File: config.mk
export PLATFORM = sky130hd
export DESIGN_NAME = enemy_mover
export DESIGN_NICKNAME = d
export VERILOG_FILES = /design/src/rtl/doom58_pkg.sv /design/src/rtl/enemy_step_dir.sv /design/src/rtl/enemy_mover.sv
export SDC_FILE = /design/constraint.sdc
export NUM_CORES = 1
export LEC_CHECK = 0
export CAP_MARGIN = 20
export CORE_ASPECT_RATIO = 0.6
export CORE_MARGIN = 1.5
export CORE_UTILIZATION = 55
export CTS_CLUSTER_SIZE = 14
export DETAILED_ROUTE_END_ITERATION = 6
export PLACE_DENSITY = 0.86
export SETUP_SLACK_MARGIN = 0.15
export SYNTH_ARGS = -nofsm -noshare
export SYNTH_HDL_FRONTEND = slang
export SYNTH_SLANG_ARGS = --single-unit
File: constraint.sdc
create_clock -name clock -period 5.6 [get_ports clock]
set_input_delay 0.84 -clock clock [delete_from_list [all_inputs] [get_ports clock]]
set_output_delay 0.84 -clock clock [all_outputs]
set_load 0.02 [all_outputs]
File: src/rtl/doom58_pkg.sv
// Shared grid geometry, cell codes and enemy_mover state encoding.
package doom58_pkg;
  localparam int GRID_W   = 64;
  localparam int GRID_H   = 32;
  localparam int XW       = 6;
  localparam int YW       = 5;
  localparam int FP_SHIFT = 8;

  localparam logic [2:0] CELL_EMPTY       = 3'd0;
  localparam logic [2:0] CELL_WALL        = 3'd1;
  localparam logic [2:0] CELL_ENEMY       = 3'd4;
  localparam logic [2:0] CELL_ENEMY_MOVED = 3'd5;

  typedef enum logic [3:0] {
    ST_IDLE, ST_S_ADDR, ST_S_WAIT, ST_S_CHECK,
    ST_T_ADDR, ST_T_WAIT, ST_T_CHECK, ST_W_TGT, ST_W_SRC,
    ST_F_ADDR, ST_F_WAIT, ST_F_CHECK, ST_F_WRITE, ST_DONE
  } mover_state_t;
endpackage

File: src/rtl/enemy_step_dir.sv
// Picks the one-cell step of an enemy toward the player: the axis with the
// larger distance wins, ties go to X. Purely combinational.
module enemy_step_dir
  import doom58_pkg::*;
(
  input  logic [XW-1:0] ex,
  input  logic [YW-1:0] ey,
  input  logic [XW-1:0] pcx,
  input  logic [YW-1:0] pcy,
  output logic [XW-1:0] tx,
  output logic [YW-1:0] ty,
  output logic          at_player
);
  logic signed [XW:0] w_dx;
  logic signed [YW:0] w_dy;
  logic        [XW:0] w_adx;
  logic        [YW:0] w_ady;

  always_comb begin
    w_dx  = $signed({1'b0, pcx}) - $signed({1'b0, ex});
    w_dy  = $signed({1'b0, pcy}) - $signed({1'b0, ey});
    w_adx = w_dx[XW] ? 7'(-w_dx) : 7'(w_dx);
    w_ady = w_dy[YW] ? 6'(-w_dy) : 6'(w_dy);
    tx    = ex;
    ty    = ey;
    if (w_adx >= {1'b0, w_ady}) begin
      if (w_dx[XW])        tx = ex - XW'(1);
      else if (w_dx != '0) tx = ex + XW'(1);
    end else begin
      if (w_dy[YW])        ty = ey - YW'(1);
      else if (w_dy != '0) ty = ey + YW'(1);
    end
    at_player = (ex == pcx) && (ey == pcy);
  end
endmodule

File: src/rtl/enemy_mover.sv
// Scans the level grid on each start, steps enemies toward the player every
// MOVE_PERIOD starts, then reports enemy count / player contact and pulses done.
module enemy_mover
  import doom58_pkg::*;
#(
  parameter int MOVE_PERIOD = 4
) (
  input  logic          clock,
  input  logic          resetn,
  input  logic          start,
  output logic          done,
  input  logic [13:0]   player_x,
  input  logic [12:0]   player_y,
  output logic [XW-1:0] grid_x,
  output logic [YW-1:0] grid_y,
  input  logic [2:0]    grid_out,
  output logic          grid_write,
  output logic [2:0]    grid_in,
  output logic [11:0]   enemy_count,
  output logic          player_hit
);
  localparam int PW = (MOVE_PERIOD > 1) ? $clog2(MOVE_PERIOD) : 1;
  localparam logic [PW-1:0] P_LAST = PW'(MOVE_PERIOD - 1);

  mover_state_t  r_state, w_state_nxt;
  logic [XW-1:0] r_grid_x, r_sx, r_pcx, w_gx_nxt, w_sx_nxt, w_tx, w_nx;
  logic [YW-1:0] r_grid_y, r_sy, r_pcy, w_gy_nxt, w_sy_nxt, w_ty, w_ny;
  logic [PW-1:0] r_period;
  logic [11:0]   r_cnt, w_cnt_nxt, r_enemy_count;
  logic          r_move, r_hit, w_hit_nxt, w_at_player, w_accept;
  logic          w_last, w_adv, w_fadv;
  logic          w_unused_frac;

  assign w_unused_frac = ^{player_x[FP_SHIFT-1:0], player_y[FP_SHIFT-1:0]};

  enemy_step_dir u_step (
    .ex(r_sx), .ey(r_sy), .pcx(r_pcx), .pcy(r_pcy),
    .tx(w_tx), .ty(w_ty), .at_player(w_at_player)
  );

  assign w_accept = start && (r_state == ST_IDLE);
  assign w_last   = (r_sx == XW'(GRID_W - 1)) && (r_sy == YW'(GRID_H - 1));
  assign w_nx     = r_sx + XW'(1);
  assign w_ny     = (r_sx == XW'(GRID_W - 1)) ? r_sy + YW'(1) : r_sy;

  always_comb begin
    w_state_nxt = r_state;
    w_gx_nxt    = r_grid_x;
    w_gy_nxt    = r_grid_y;
    w_sx_nxt    = r_sx;
    w_sy_nxt    = r_sy;
    w_cnt_nxt   = r_cnt;
    w_hit_nxt   = r_hit;
    w_adv       = 1'b0;
    w_fadv      = 1'b0;
    case (r_state)
      ST_IDLE: if (start) begin
        w_state_nxt = ST_S_ADDR;
        {w_gx_nxt, w_gy_nxt, w_sx_nxt, w_sy_nxt} = '0;
        w_cnt_nxt   = '0;
        w_hit_nxt   = 1'b0;
      end
      ST_S_ADDR: w_state_nxt = ST_S_WAIT;
      ST_S_WAIT: w_state_nxt = ST_S_CHECK;
      ST_S_CHECK: begin
        w_adv = 1'b1;
        if (grid_out == CELL_ENEMY) begin
          w_cnt_nxt = r_cnt + 12'd1;
          if (w_at_player) begin
            w_hit_nxt = 1'b1;
          end else if (r_move) begin
            w_adv       = 1'b0;
            w_state_nxt = ST_T_ADDR;
            w_gx_nxt    = w_tx;
            w_gy_nxt    = w_ty;
          end
        end
      end
      ST_T_ADDR: w_state_nxt = ST_T_WAIT;
      ST_T_WAIT: w_state_nxt = ST_T_CHECK;
      ST_T_CHECK: begin
        if (r_grid_x == r_pcx && r_grid_y == r_pcy) begin
          w_hit_nxt = 1'b1;
          w_adv     = 1'b1;
        end else if (grid_out == CELL_EMPTY) begin
          w_state_nxt = ST_W_TGT;
        end else begin
          w_adv = 1'b1;
        end
      end
      ST_W_TGT: begin
        w_state_nxt = ST_W_SRC;
        w_gx_nxt    = r_sx;
        w_gy_nxt    = r_sy;
      end
      ST_W_SRC:   w_adv = 1'b1;
      ST_F_ADDR:  w_state_nxt = ST_F_WAIT;
      ST_F_WAIT:  w_state_nxt = ST_F_CHECK;
      ST_F_CHECK: if (grid_out == CELL_ENEMY_MOVED) w_state_nxt = ST_F_WRITE;
                  else w_fadv = 1'b1;
      ST_F_WRITE: w_fadv = 1'b1;
      ST_DONE:    w_state_nxt = ST_IDLE;
      default:    w_state_nxt = ST_IDLE;
    endcase

    // Step to the next cell of whichever pass is running.
    if (w_adv || w_fadv) begin
      if (!w_last) begin
        w_state_nxt = w_adv ? ST_S_ADDR : ST_F_ADDR;
        w_sx_nxt    = w_nx;
        w_sy_nxt    = w_ny;
        w_gx_nxt    = w_nx;
        w_gy_nxt    = w_ny;
      end else if (w_adv && r_move) begin
        w_state_nxt = ST_F_ADDR;
        {w_gx_nxt, w_gy_nxt, w_sx_nxt, w_sy_nxt} = '0;
      end else begin
        w_state_nxt = ST_DONE;
      end
    end
  end

  always_ff @(posedge clock or negedge resetn) begin
    if (!resetn) begin
      r_state       <= ST_IDLE;
      r_grid_x      <= '0;
      r_grid_y      <= '0;
      r_sx          <= '0;
      r_sy          <= '0;
      r_pcx         <= '0;
      r_pcy         <= '0;
      r_period      <= '0;
      r_move        <= 1'b0;
      r_cnt         <= '0;
      r_hit         <= 1'b0;
      r_enemy_count <= '0;
    end else begin
      r_state  <= w_state_nxt;
      r_grid_x <= w_gx_nxt;
      r_grid_y <= w_gy_nxt;
      r_sx     <= w_sx_nxt;
      r_sy     <= w_sy_nxt;
      r_cnt    <= w_cnt_nxt;
      r_hit    <= w_hit_nxt;
      if (w_accept) begin
        r_pcx    <= player_x[FP_SHIFT +: XW];
        r_pcy    <= player_y[FP_SHIFT +: YW];
        r_move   <= (r_period == P_LAST);
        r_period <= (r_period == P_LAST) ? '0 : r_period + PW'(1);
      end
      if (w_state_nxt == ST_DONE) r_enemy_count <= w_cnt_nxt;
    end
  end

  assign done        = (r_state == ST_DONE);
  assign grid_write  = (r_state == ST_W_TGT) || (r_state == ST_W_SRC) || (r_state == ST_F_WRITE);
  assign grid_in     = (r_state == ST_W_TGT)   ? CELL_ENEMY_MOVED :
                       (r_state == ST_F_WRITE) ? CELL_ENEMY : CELL_EMPTY;
  assign grid_x      = r_grid_x;
  assign grid_y      = r_grid_y;
  assign enemy_count = r_enemy_count;
  assign player_hit  = r_hit;
endmodule

* After elaboration in Yosys (flattened, before gate mapping)
Index checks and enable logic that the tools add are counted.
** Operators by class
- Add/sub/neg operators :: 10
- Order comparisons :: 1
- Equal/unequal tests :: 27
- Muxes and demuxes :: 66
- Reduce and logical (&&, ||, !) cells :: 15
** Operators by type and width (number)
- 2-to-1 mux 6 bit :: 16
- 2-to-1 mux 5 bit :: 16
- one-hot mux 4 bit (12 select lines) :: 1
- 2-to-1 mux 4 bit :: 10
- equality test 4 bit, second input constant :: 7
- 2-to-1 mux 12 bit :: 2
- one-hot mux 12 bit (2 select lines) :: 1
- one-hot mux 6 bit (3 select lines) :: 1
- equality test 4 x 3 -> 1 bit, second input constant :: 4
- one-hot mux 5 bit (3 select lines) :: 1
- adder 12 x 1 -> 12 bit, second input constant :: 1
- equality test 6 bit :: 2
- equality test 5 bit :: 2
- 2-to-1 mux 1 bit :: 10
- 2-to-1 mux 3 bit :: 3
- equality test 4 x 2 -> 1 bit, second input constant :: 2
- greater-or-equal comparator 7 x 6 -> 1 bit :: 1
- 2-to-1 mux 7 bit :: 1
- negation 7 bit :: 1
- nonzero test 7 bit :: 1
- subtractor 6 x 6 -> 7 bit :: 1
- adder 6 x 1 -> 6 bit, second input constant :: 1
- equality test 3 bit, second input constant :: 2
- equality test 6 bit, second input constant :: 1
- other kinds (22) :: 31
** Word-level totals
- Bits in registers :: 65
- Input bits :: 33
- Output and inout port bits :: 29
- Word-level logic and storage cells :: 131

* Depth between registers and ports, before layout
Gate-level depths: netlist (run 1).
- Word-level depth :: 12
- Gate-level depth with buffers :: 17

* Hierarchy
Synthesis (run 1) repeated with hierarchy kept, for this count alone.
** Unflattened totals
- Cell total of the unflattened synthesis :: 510
- Area, all modules :: 4854.7 µm²
** By module, submodules not included
- enemy_mover :: times used 1, cells an instance 334, area each 3477.1 µm², seq. area each 1626.6 µm²
- enemy_step_dir :: times used 1, cells an instance 176, area each 1377.6 µm², seq. area each 0.0 µm²

* Least setup slack after synthesis (run 1)
No wires, ideal clock.
- Path type :: register to register
- Start point :: register r_sx[0]
- End point :: register r_grid_y[2], in the netlist grid_y[2]
- Arrival time :: 3978 ps
- Path slack :: 1495 ps
- Stages on the path, launching flop included :: 16
- Period minus slack after synthesis :: 4105 ps
- Path through :: dfrtp_1 > ha_1 > fa_1 > nand2b_1 > a21o_1 > a21oi_1 > nor2_1 > xnor2_1 > ha_1 > a21oi_1 > o21ai_0 > a311oi_1 > o41ai_4 > o32a_1 > a222oi_1 > o21bai_1
** On the way
- Longest elaborated chain between the ends :: 12
- Elaborated cells on any way between the ends :: 22
** Ends and longest elaborated chain
- start, declared :: line enemy_mover.sv:26 : logic [XW-1:0] r_grid_x, r_sx, r_pcx, w_gx_nxt, w_sx_nxt, w_tx, w_nx;
- start signal, assigned :: line enemy_mover.sv:141 : r_sx <= w_sx_nxt;
- subtractor 6 x 6 -> 7 bit :: line enemy_step_dir.sv:20 : w_dx = $signed({1'b0, pcx}) - $signed({1'b0, ex});
- negation 7 bit :: line enemy_step_dir.sv:22 : w_adx = w_dx[XW] ? 7'(-w_dx) : 7'(w_dx);
- 2-to-1 mux 7 bit :: line enemy_step_dir.sv:22
- greater-or-equal comparator 7 x 6 -> 1 bit :: line enemy_step_dir.sv:26 : if (w_adx >= {1'b0, w_ady}) begin
- 2-to-1 mux 5 bit :: line enemy_step_dir.sv:26
- 2-to-1 mux 5 bit :: line enemy_mover.sv:71 : end else if (r_move) begin
- 2-to-1 mux 5 bit :: line enemy_mover.sv:69 : if (w_at_player) begin
- 2-to-1 mux 5 bit :: line enemy_mover.sv:67 : if (grid_out == CELL_ENEMY) begin
- one-hot mux 5 bit (3 select lines) :: line enemy_mover.sv:56 : case (r_state)
- 2-to-1 mux 5 bit :: line enemy_mover.sv:114 : end else if (w_adv && r_move) begin
- 2-to-1 mux 5 bit :: line enemy_mover.sv:108 : if (!w_last) begin
- 2-to-1 mux 5 bit (*) :: line enemy_mover.sv:107 : if (w_adv || w_fadv) begin
- named net w_gy_nxt[2] :: line enemy_mover.sv:27 : logic [YW-1:0] r_grid_y, r_sy, r_pcy, w_gy_nxt, w_sy_nxt, w_ty, w_ny;
- end signal, assigned :: line enemy_mover.sv:140 : r_grid_y <= w_gy_nxt;
- end, declared :: line enemy_mover.sv:27
Mark *: on every way through the listed nets, which the timed path passes. The rest lies on a longest branch.
A chain may end at the register's enable or synchronous reset.

* Worst setup path after layout (run 1)
Same ends and word-level chain as after synthesis.

==> results.cfg, run 1 <==
[outcome]
status = finished, final reports clean

[clock_network]
cts_max_level = 3
clk_latency_ns = 0.34
cts_made_buffers = 9
root_buffer = clkbuf_16
cts_resized = 0
cts_tree = built
clk_pin_slew_ns = 0.06
cts_buffer_depth = 2
post_cts_buffers = 0
hold_buffers = 0
numClockSinks = 65

[timing]
final-hold-violation-count = 0
grt_setup_unrepaired = false
post-route-min-period_ns = 4.772
worst_pin_slew_ns = 0.9700
finClkSkew_ns = 0.01063
final-max-slew-violation-count = 0
post-route-period-util = 0.8521
relSlewSlack = 0.3484
max_freq_mhz = 209.6
setup-violations-final = 0
setup_tns_ns = 0

[global_route]
grt_max_degree = 66
grt_pass1_wl_um = 20340
antenna_found_initial = 0
grt_overflow_total = 0
grt_pass1_vias = 3962
grt_usage = 0.2983

[die]
row_count = 25
start_util = 0.5770
core_region_area_um2 = 8008
num_io_pins = 62
die-height_um = 74
fp.dieArea_um2 = 8978
die_w_um = 121.3

[logic_synthesis]
synth_edf_count = 0
synth_seq_area_share = 0.3520
synth_nets = 576
async_flop_share = 1.000
synth.avg_cell_area_um2 = 8.972
ys.flop_type = dfrtp_1
syn_area_um2 = 4621
synth.distinct_cells = 65
synth-seq-cells = 65
yosys_warnings = 0
syn_inst = 515

[critical_path]
crit_path_max_fanout = 9
start_kind = flop
worstPathRequired_ns = 5.80
worst-setup-path-type = flop to flop
worstRegToRegCells = 15
cp-end-kind = flop
arrival_ns = 4.97

[layout]
fill_cells = 641
drive_gt1_frac = 0.09839
n_antenna_cell = 0
regArea_um2 = 1627
multiInputGateArea_um2 = 2815
layout_commonest_cell = dfrtp_1
design_area_um2 = 5405
layout_common_cells = 65 x dfrtp_1, 44 x o21ai_0, 43 x clkdlybuf4s50_1
nNetsFinal = 615
syn_to_final_growth_pct = 16.98

[placed_design]
dpl.hpwl_um = 9380
place_area_um2 = 5121
port_buffers = 44
gp_congestion = 0.9405

[drt]
vias_per_cell = 6.535
wire_per_inst_um = 18.85
routed-via-count = 4359
antenna_left = 0
drt_iter0_drc = 548
drc_errors = 0
drt_first_pass_iters = 6
routed_wl_um = 12580

[pwr]
vdd_drop_max_uv = 167.3
cellPowerDensity_nw_per_um2 = 191.8
p_leak_nw = 2.311

[min_path]
hold_depth = 1
min_path_type = flop to flop

[flow_run]
maxCapViolCount = 0
==> report_power, final <==
group	switching (mW)	internal, mW
Combinational	0.0183	0.0164
Clock	0.197	0.323
Sequential	0.00650	0.475
==> path summary, 6_finish.rpt <==
kind	from	slack [ns]	endpoint
hold reg to reg	r_cnt[11]	0.49	r_cnt[11]
min in group asynchronous	resetn	0.69	grid_x[2]
hold / removal	r_cnt[11]	0.49	r_cnt[11]
max in group asynchronous	resetn	4.36	enemy_count[4]
setup / recovery	r_sx[0]	0.83	grid_y[2]
setup reg to reg	r_sx[0]	0.83	grid_y[2]
==> layout make-up <==
cell class / instances / share of cell area
clock inverter: 2 / 0.002315
clock buffer: 14 / 0.04884
multi-input combinational: 408 / 0.5208
tap: 108 / 0.02500
sequential: 65 / 0.3009
inverter: 21 / 0.01458
timing repair buffer: 49 / 0.08750
==> cells in the mapped netlist, types with 4 or more instances <==
cell / count / area (um2)
dfrtp_1: 65 / 1627
o21ai_0: 44 / 220.2
nand2_1: 42 / 157.7
nor2_1: 35 / 131.4
a21oi_1: 27 / 135.1
mux2_2: 27 / 304.0
ha_1: 26 / 325.3
inv_1: 21 / 78.83
xnor2_1: 21 / 183.9
nand3_1: 19 / 95.09
nand4_1: 13 / 81.33
clkbuf_1: 12 / 45.04
nor3_1: 12 / 60.06
a31oi_1: 9 / 56.30
or3_1: 9 / 56.30
xor2_1: 9 / 78.83
and3_1: 8 / 50.05
a21o_1: 7 / 52.55
a22o_1: 6 / 52.55
a22oi_1: 6 / 45.04
o22ai_1: 6 / 37.54
buf_2: 5 / 25.02
nor2b_1: 5 / 31.28
o21a_1: 5 / 37.54
a221oi_1: 4 / 35.03
and2_1: 4 / 25.02
nor3b_1: 4 / 30.03
==> routing by layer <==
layer,wire length [um],part of all wire,vias up,GRT usage
met1,5422,0.43,2076,0.4218
li1,-,-,2000,-
met4,136,0.011,0,0.07582
met2,5362,0.43,265,0.4438
met3,1653,0.13,18,0.1020
met5,0,0,-,0
==> sequential cells by signal (all words and copies together) (netlist names), 5 cells and up <==
name and cells:
grid_y 5, grid_x 6, r_pcx 6, r_cnt 12, r_sy 5, r_pcy 5, r_sx 6, enemy_count 12
==> logic make-up after synthesis <==
family | after synthesis | synth area share
buffers and inverters | 42 | 0.03872
xor gates and xnor gates | 30 | 0.05687
other | 1 | 0.0008116
muxes | 29 | 0.07013
DFF | 65 | 0.3520
and+or+nand+nor | 167 | 0.1801
adders and majority gates | 28 | 0.07907
AOI/OAI and AO/OA | 153 | 0.2223
==> per-stage QoR <==
stage	power [mW]	utilization	worst slack [ns]	hold WS, ns	std cells
after floorplan	0.4997	-	1.495	0.4581	515
after global placement	0.5227	0.6395	1.117	0.4890	650
after detailed placement	0.5247	0.6395	0.8966	0.4948	650
after CTS	1.041	0.6741	0.8664	0.4994	666
after global routing	1.069	0.6750	0.3470	0.5229	667
final	1.037	0.6750	0.8282	0.4936	667
==> worst max-delay path: stages (launching register included) <==
cell	delay (ns)
dfrtp_1	0.49
ha_1	0.28
fa_1	0.40
nand2b_1	0.18
a21oi_1	0.18
xor2_1	0.48
o31ai_1	0.14
xnor2_1	0.25
ha_1	0.28
o21a_1	0.13
o21a_1	0.12
a311oi_1	0.57
o41ai_4	0.29
o32a_1	0.40
a222oi_1	0.33
o21bai_1	0.13
No activity file was read; power rests on OpenSTA's default activity.
==> inputs of run 2 (changes only) <==
--- a/config.mk
+++ b/config.mk
@@ -5,13 +5,14 @@
 export SDC_FILE = /design/constraint.sdc
 export NUM_CORES = 1
 export LEC_CHECK = 0
+export ABC_AREA = 1
 export CAP_MARGIN = 20
 export CORE_ASPECT_RATIO = 0.6
-export CORE_MARGIN = 1.5
+export CORE_MARGIN = 2
 export CORE_UTILIZATION = 55
 export CTS_CLUSTER_SIZE = 14
 export DETAILED_ROUTE_END_ITERATION = 6
-export PLACE_DENSITY = 0.86
+export PLACE_DENSITY = 0.85
 export SETUP_SLACK_MARGIN = 0.15
 export SYNTH_ARGS = -nofsm -noshare
 export SYNTH_HDL_FRONTEND = slang
==> run 2 against run 1 <==
Setup slack improved by 0.57 ns. Routed wire length increased by 9.8%. Critical endpoint is now grid_y[4]. Die area increased by 12%. Critical path depth increased by 7. Highest routed layer unchanged. Cell count increased by 32%. Worst hold slack got worse by 0.012 ns. The flow now finishes with violations (design-rule violations). Count of clock-buffer cells in the layout decreased by 3.
==> results.cfg, run 2 <==
[logic_synthesis]
synth_top_family_by_area = simple AND/OR/NAND/NOR gates
yosysMostFrequentCell = nand2_1
synth_compound_area_frac = 0.09887
ys.flop_type = dfrtp_1
synthAdderAreaFrac = 0.07164
synth_mux_area_frac = 0.002208
synth.distinct_cells = 48
async_flop_share = 1.000
synth_nets = 783
ys_top_cells_by_count = 238 x nand2_1, 92 x inv_1, 65 x dfrtp_1
synthSimpleGateAreaFrac = 0.3535
synth_seq_area_share = 0.3189
syn_inst = 722
yosys_warnings = 0
synth.avg_cell_area_um2 = 7.064
synth_top_area_share = 0.3189
synth_top_cell_by_area = dfrtp_1
syn_area_um2 = 5100
synth_area_leaders = dfrtp_1 32%, nand2_1 18%, inv_1 6.8%
synth-seq-cells = 65
synth_edf_count = 0
synth_xor_area_frac = 0.05324

[critical_path]
slowest_stage = nor2_1
crit_path_max_fanout = 14
worst-r2r-setup-slack_ns = 1.40
arrival_ns = 4.42
worstPathRequired_ns = 5.82
path_delay_family = simple AND/OR/NAND/NOR gates
worst-setup-path-type = flop to flop
path_buf_inv = 3
start_kind = flop
cp-end-kind = flop
crit_chain = inv_1 > ha_1 > a21oi_2 > or2_1 > nand2_1 > nor2_1 > nand2_1 > xor2_1 > inv_1 > ha_1 > a21oi_1 > o211ai_1 > nand3_1 > nand2_1 > nand2_1 > nand3_4 > inv_1 > nand3_1 > nand2_1 > nand3b_1 > nand2_1 > nand2_1
worst_path_most_repeated_cell = nand2_1
cp_slowest_stage_delay_ns = 0.60

[timing]
max_freq_mhz = 237.8
setup_ws_ns = 1.395
worst_pin_slew_ns = 1.053
grt_setup_unrepaired = false
setup_tns_ns = 0
setup-violations-final = 0
relSlewSlack = 0.2934
final-hold-violation-count = 0
post-route-period-util = 0.7508
post-route-min-period_ns = 4.205
hold_ws_ns = 0.4812
finClkSkew_ns = 0.007221
final-max-slew-violation-count = 0

[drt]
drt_iter0_drc = 594
drt_first_pass_iters = 7
drc_errors = 1
wire_per_inst_um = 15.66
antenna_left = 0
routed-via-count = 4863
vias_per_cell = 5.514
routed_wl_um = 13810

[global_route]
grt_overflow_total = 0
antenna_found_initial = 0
grt_max_degree = 66
grt_pass1_vias = 4680
grt_pass1_wl_um = 22970
grt_usage = 0.2881

[outcome]
status = finished, violations left
violations = design-rule violations

[die]
core_region_area_um2 = 9087
die_w_um = 128.3
row_count = 27
num_io_pins = 62
start_util = 0.5612
die-height_um = 78.59
fp.dieArea_um2 = 10080

[layout]
final_util = 0.6473
syn_to_final_growth_pct = 15.33
nNetsFinal = 822
layout_commonest_cell = nand2_1
n_antenna_cell = 0
drive_gt1_frac = 0.08486
layout_common_cells = 238 x nand2_1, 92 x inv_1, 65 x dfrtp_1

[placed_design]
dpl.hpwl_um = 10180
gp_congestion = 0.9541
post-place-ws_ns = 1.461
port_buffers = 44

[clock_network]
cts_tree = built
root_buffer = clkbuf_16
clk_latency_ns = 0.33
cts_max_level = 3
numClockSinks = 65
cts_buffer_depth = 2
clk_pin_slew_ns = 0.05
cts_made_buffers = 9
cts_resized = 0
post_cts_buffers = 0
hold_buffers = 0

[pwr]
cellPowerDensity_nw_per_um2 = 679.5
p_leak_nw = 2.944
finalPower_mw = 3.997
vdd_drop_max_uv = 360.8

[flow_run]
maxCapViolCount = 0

[min_path]
min_path_type = flop to flop
==> run 2: worst min-delay path, stage by stage, from the launching register on <==
cell and delay, ns:
dfrtp_1 0.35, nand2_1 0.05, nand2_1 0.05
==> run 2: routing by layer <==
metal  vias to the layer above  routed length (um)  GRT usage
met3                        22                1246    0.07430
li1                       2387                   -          -
met4                         0                 182    0.07253
met1                      2225                6524     0.4247
met5                         -                   0          0
met2                       229                5858     0.4197
==> run 2: layout make-up <==
class	instances	area, um2
Inverter	101	379.1
Fill cell	772	3206
Clock buffer	11	242.7
Sequential cell	65	1627
Clock inverter	5	86.33
Tap cell	116	145.1
Timing Repair Buffer	45	442.9
Multi-Input combinational cell	539	2959
==> run 2: cell families after synthesis <==
family,count (synthesis)
fa+ha+maj,28
mux,1
compound gates,91
flops,65
simple gates,387
other cells,1
xor+xnor,31
buf+inv,118
==> run 2: worst paths after layout <==
path | to | cells after the start | startpoint
max | grid_y[4] | 22 | r_sx[3]
min | r_period[1] | 2 | r_period[1]
max reg2reg | grid_y[4] | 22 | r_sx[3]
min reg2reg | r_period[1] | 2 | r_period[1]
max in group asynchronous | r_pcx[2] | 2 | resetn
min in group asynchronous | grid_y[2] | 2 | resetn
==> run 2: stage by stage <==
| step | cells | area (um2) |
|---|---|---|
| after CTS | 882 | 5882 |
| after global placement | 866 | 5553 |
| after global routing | 882 | 5882 |
| after detailed placement | 866 | 5553 |
| after floorplan | 722 | 5100 |
| final | 882 | 5882 |
==> run 2: power by group <==
part,switching [mW],internal (mW)
Combinational,1.79,0.858
Sequential,0.142,0.586
Clock,0.217,0.406
==> inputs of run 3 (changes only) <==
--- a/config.mk
+++ b/config.mk
@@ -9,10 +9,10 @@
 export CAP_MARGIN = 20
 export CORE_ASPECT_RATIO = 0.6
 export CORE_MARGIN = 2
-export CORE_UTILIZATION = 55
+export CORE_UTILIZATION = 52
 export CTS_CLUSTER_SIZE = 14
 export DETAILED_ROUTE_END_ITERATION = 6
-export PLACE_DENSITY = 0.85
+export PLACE_DENSITY = 0.84
 export SETUP_SLACK_MARGIN = 0.15
 export SYNTH_ARGS = -nofsm -noshare
 export SYNTH_HDL_FRONTEND = slang
==> constraint.sdc (replaced) <==
create_clock -name clock -period 3.8 [get_ports clock]
set_input_delay 0.57 -clock clock [delete_from_list [all_inputs] [get_ports clock]]
set_output_delay 0.57 -clock clock [all_outputs]
set_load 0.02 [all_outputs]
==> run 3 against run 2 <==
The run now ends clean. First-iteration DRC count increased by 18%. Register-to-register slack got worse by 1.0 ns. Global-route usage about the same. Combinational power increased by 67%. Flip-flop and latch count unchanged. Clock power increased by 45%. Cell count increased by 2.6%. Sequential share of layout area decreased by 0.48 points. Largest power group unchanged.
==> results.cfg, run 3 (synthesis results as in run 2) <==
[drt]
routed_wl_um = 14970
routed-via-count = 5232
drt_iter0_drc = 703
vias_per_cell = 5.781
drt_first_pass_iters = 6
drc_errors = 0
antenna_left = 0
wire_per_inst_um = 16.55

[pwr]
vdd_drop_max_uv = 635.7
p_leak_nw = 2.964
finalPower_mw = 6.417
cellPowerDensity_nw_per_um2 = 1067

[die]
core_region_area_um2 = 9358
die_w_um = 131.9
start_util = 0.5450
row_count = 27
num_io_pins = 62
die-height_um = 80.71
fp.dieArea_um2 = 10640

[placed_design]
port_buffers = 44
dpl.hpwl_um = 10700
gp_congestion = 0.9589

[layout]
nNetsFinal = 831
syn_to_final_growth_pct = 17.98
layout_commonest_cell = nand2_1
n_antenna_cell = 0
multiInputGateArea_um2 = 3017
regArea_um2 = 1635
drive_gt1_frac = 0.1200
fill_cells = 790
layout_common_cells = 236 x nand2_1, 88 x inv_1, 58 x dfrtp_1

[global_route]
grt_max_degree = 35
grt_pass1_vias = 5007
antenna_found_initial = 0
grt_pass1_wl_um = 24050
grt_usage = 0.2878
grt_overflow_total = 0

[clock_network]
cts_buffer_depth = 2
numClockSinks = 65
cts_made_buffers = 9
cts_tree = built
root_buffer = clkbuf_16
hold_buffers = 0
clk_latency_ns = 0.34
clk_pin_slew_ns = 0.06
cts_max_level = 3

[timing]
setup_tns_ns = 0
post-route-period-util = 0.9040
max_freq_mhz = 291.1
final-hold-violation-count = 0
final-max-slew-violation-count = 0
relSlewSlack = 0.1945
setup-violations-final = 0
post-route-min-period_ns = 3.435
finClkSkew_ns = 0.006845
grt_setup_unrepaired = false
worst_pin_slew_ns = 1.200

[critical_path]
crit_path_max_fanout = 7
worst_path_most_repeated_cell = nand2_1
path_delay_family = simple AND/OR/NAND/NOR gates
r2r-end = grid_y[1]
worst-r2r-setup-slack_ns = 0.36
cp_slowest_stage_delay_ns = 0.46
worst-setup-path-type = flop to flop
r2r-start = r_sy[0]
worstRegToRegCells = 19
path_buf_inv = 3
start_kind = flop
worstPathRequired_ns = 4.07
arrival_ns = 3.71
crit_chain = ha_1 > fa_1 > nand3b_1 > nand3_1 > nand2_1 > inv_1 > xor2_1 > inv_1 > ha_1 > a21oi_1 > nand2_1 > nand2_2 > nand3_4 > buf_4 > a21oi_1 > nand2_1 > nand3b_1 > nand2_1 > nand2_1
slowest_stage = dfrtp_2
cp-end-kind = flop

[flow_run]
maxCapViolCount = 0

[min_path]
min_path_type = input pin to asynchronous set/reset pin

[outcome]
status = finished, final reports clean
run 3: cell count changes in the layout (fill, tap and decap cells not counted), moves of 2 or more:
cell	change
buf_4	+8
dfrtp_1	-7
dfrtp_2	+7
ha_1	-4
inv_1	-4
inv_2	+4
clkinvlp_4	+3
ha_2	+2
ha_4	+2
nand2_1	-2
nand2_2	+2
o21ai_0	-2
o21ai_1	+2
run 3: cell type report:
| class | instances | area share |
|---|---|---|
| flip-flops and latches | 65 | 0.2718 |
| inverters | 101 | 0.06301 |
| well taps | 130 | 0.02703 |
| repair buffers | 53 | 0.08359 |
| clock buffers | 10 | 0.03805 |
| clock inverters | 6 | 0.01518 |
| multi-input cells | 540 | 0.5014 |
run 3: worst max path at each step:
stage | from | endpoint | slack, ns | depth (start not counted)
global placement | r_sy[2] | grid_y[4] | 0.33 | 21
finish | r_sy[0] | grid_y[1] | 0.36 | 19
floorplan | r_sy[2] | grid_x[3] | 0.57 | 25
global route | r_sy[2] | grid_x[3] | 0.16 | 24
detailed placement | r_sy[2] | grid_y[4] | 0.21 | 21
CTS | r_sy[2] | grid_x[0] | 0.16 | 23
run 3: power by group:
group	internal (mW)	switching (mW)
Clock	0.577	0.329
Combinational	1.56	2.87
Sequential	0.865	0.215
Total	3.01	3.41
run 3: repair_timing:
item                       4_1_cts  5_1_grt
gates resized for setup          0       21
hold endpoints to repair         0        0
buffers inserted                 0        4
setup endpoints to repair        0       11
run 3: worst reg2reg max path, cell delays in order, from the launching register on:
cell and delay (ns):
dfrtp_2 0.46, ha_1 0.27, fa_1 0.45, nand3b_1 0.23
nand3_1 0.11, nand2_1 0.07, inv_1 0.16, xor2_1 0.18
inv_1 0.07, ha_1 0.29, a21oi_1 0.16, nand2_1 0.08
nand2_2 0.12, nand3_4 0.15, buf_4 0.18, a21oi_1 0.14
nand2_1 0.08, nand3b_1 0.08, nand2_1 0.05, nand2_1 0.06
run 3: layer usage:
layer	GRT usage	wire [um]	vias to the layer above
li1	-	-	2411
met1	0.3865	6406	2424
met2	0.4487	6484	339
met3	0.08018	1716	58
met4	0.1065	367	0
met5	0	0	-
run 3: stage by stage:
step / worst slack, ns / instances / cell area, um2 / util / hold slack [ns]
after detailed placement: 0.2054 / 884 / 5600 / 0.5985 / 0.4721
after global routing: 0.1613 / 905 / 6017 / 0.6430 / 0.3445
final: 0.3650 / 905 / 6017 / 0.6430 / 0.2831
after floorplan: 0.5710 / 722 / 5100 / - / 0.2744
after CTS: 0.1572 / 900 / 5921 / 0.6327 / 0.3145
after global placement: 0.3275 / 884 / 5600 / 0.5985 / 0.4588
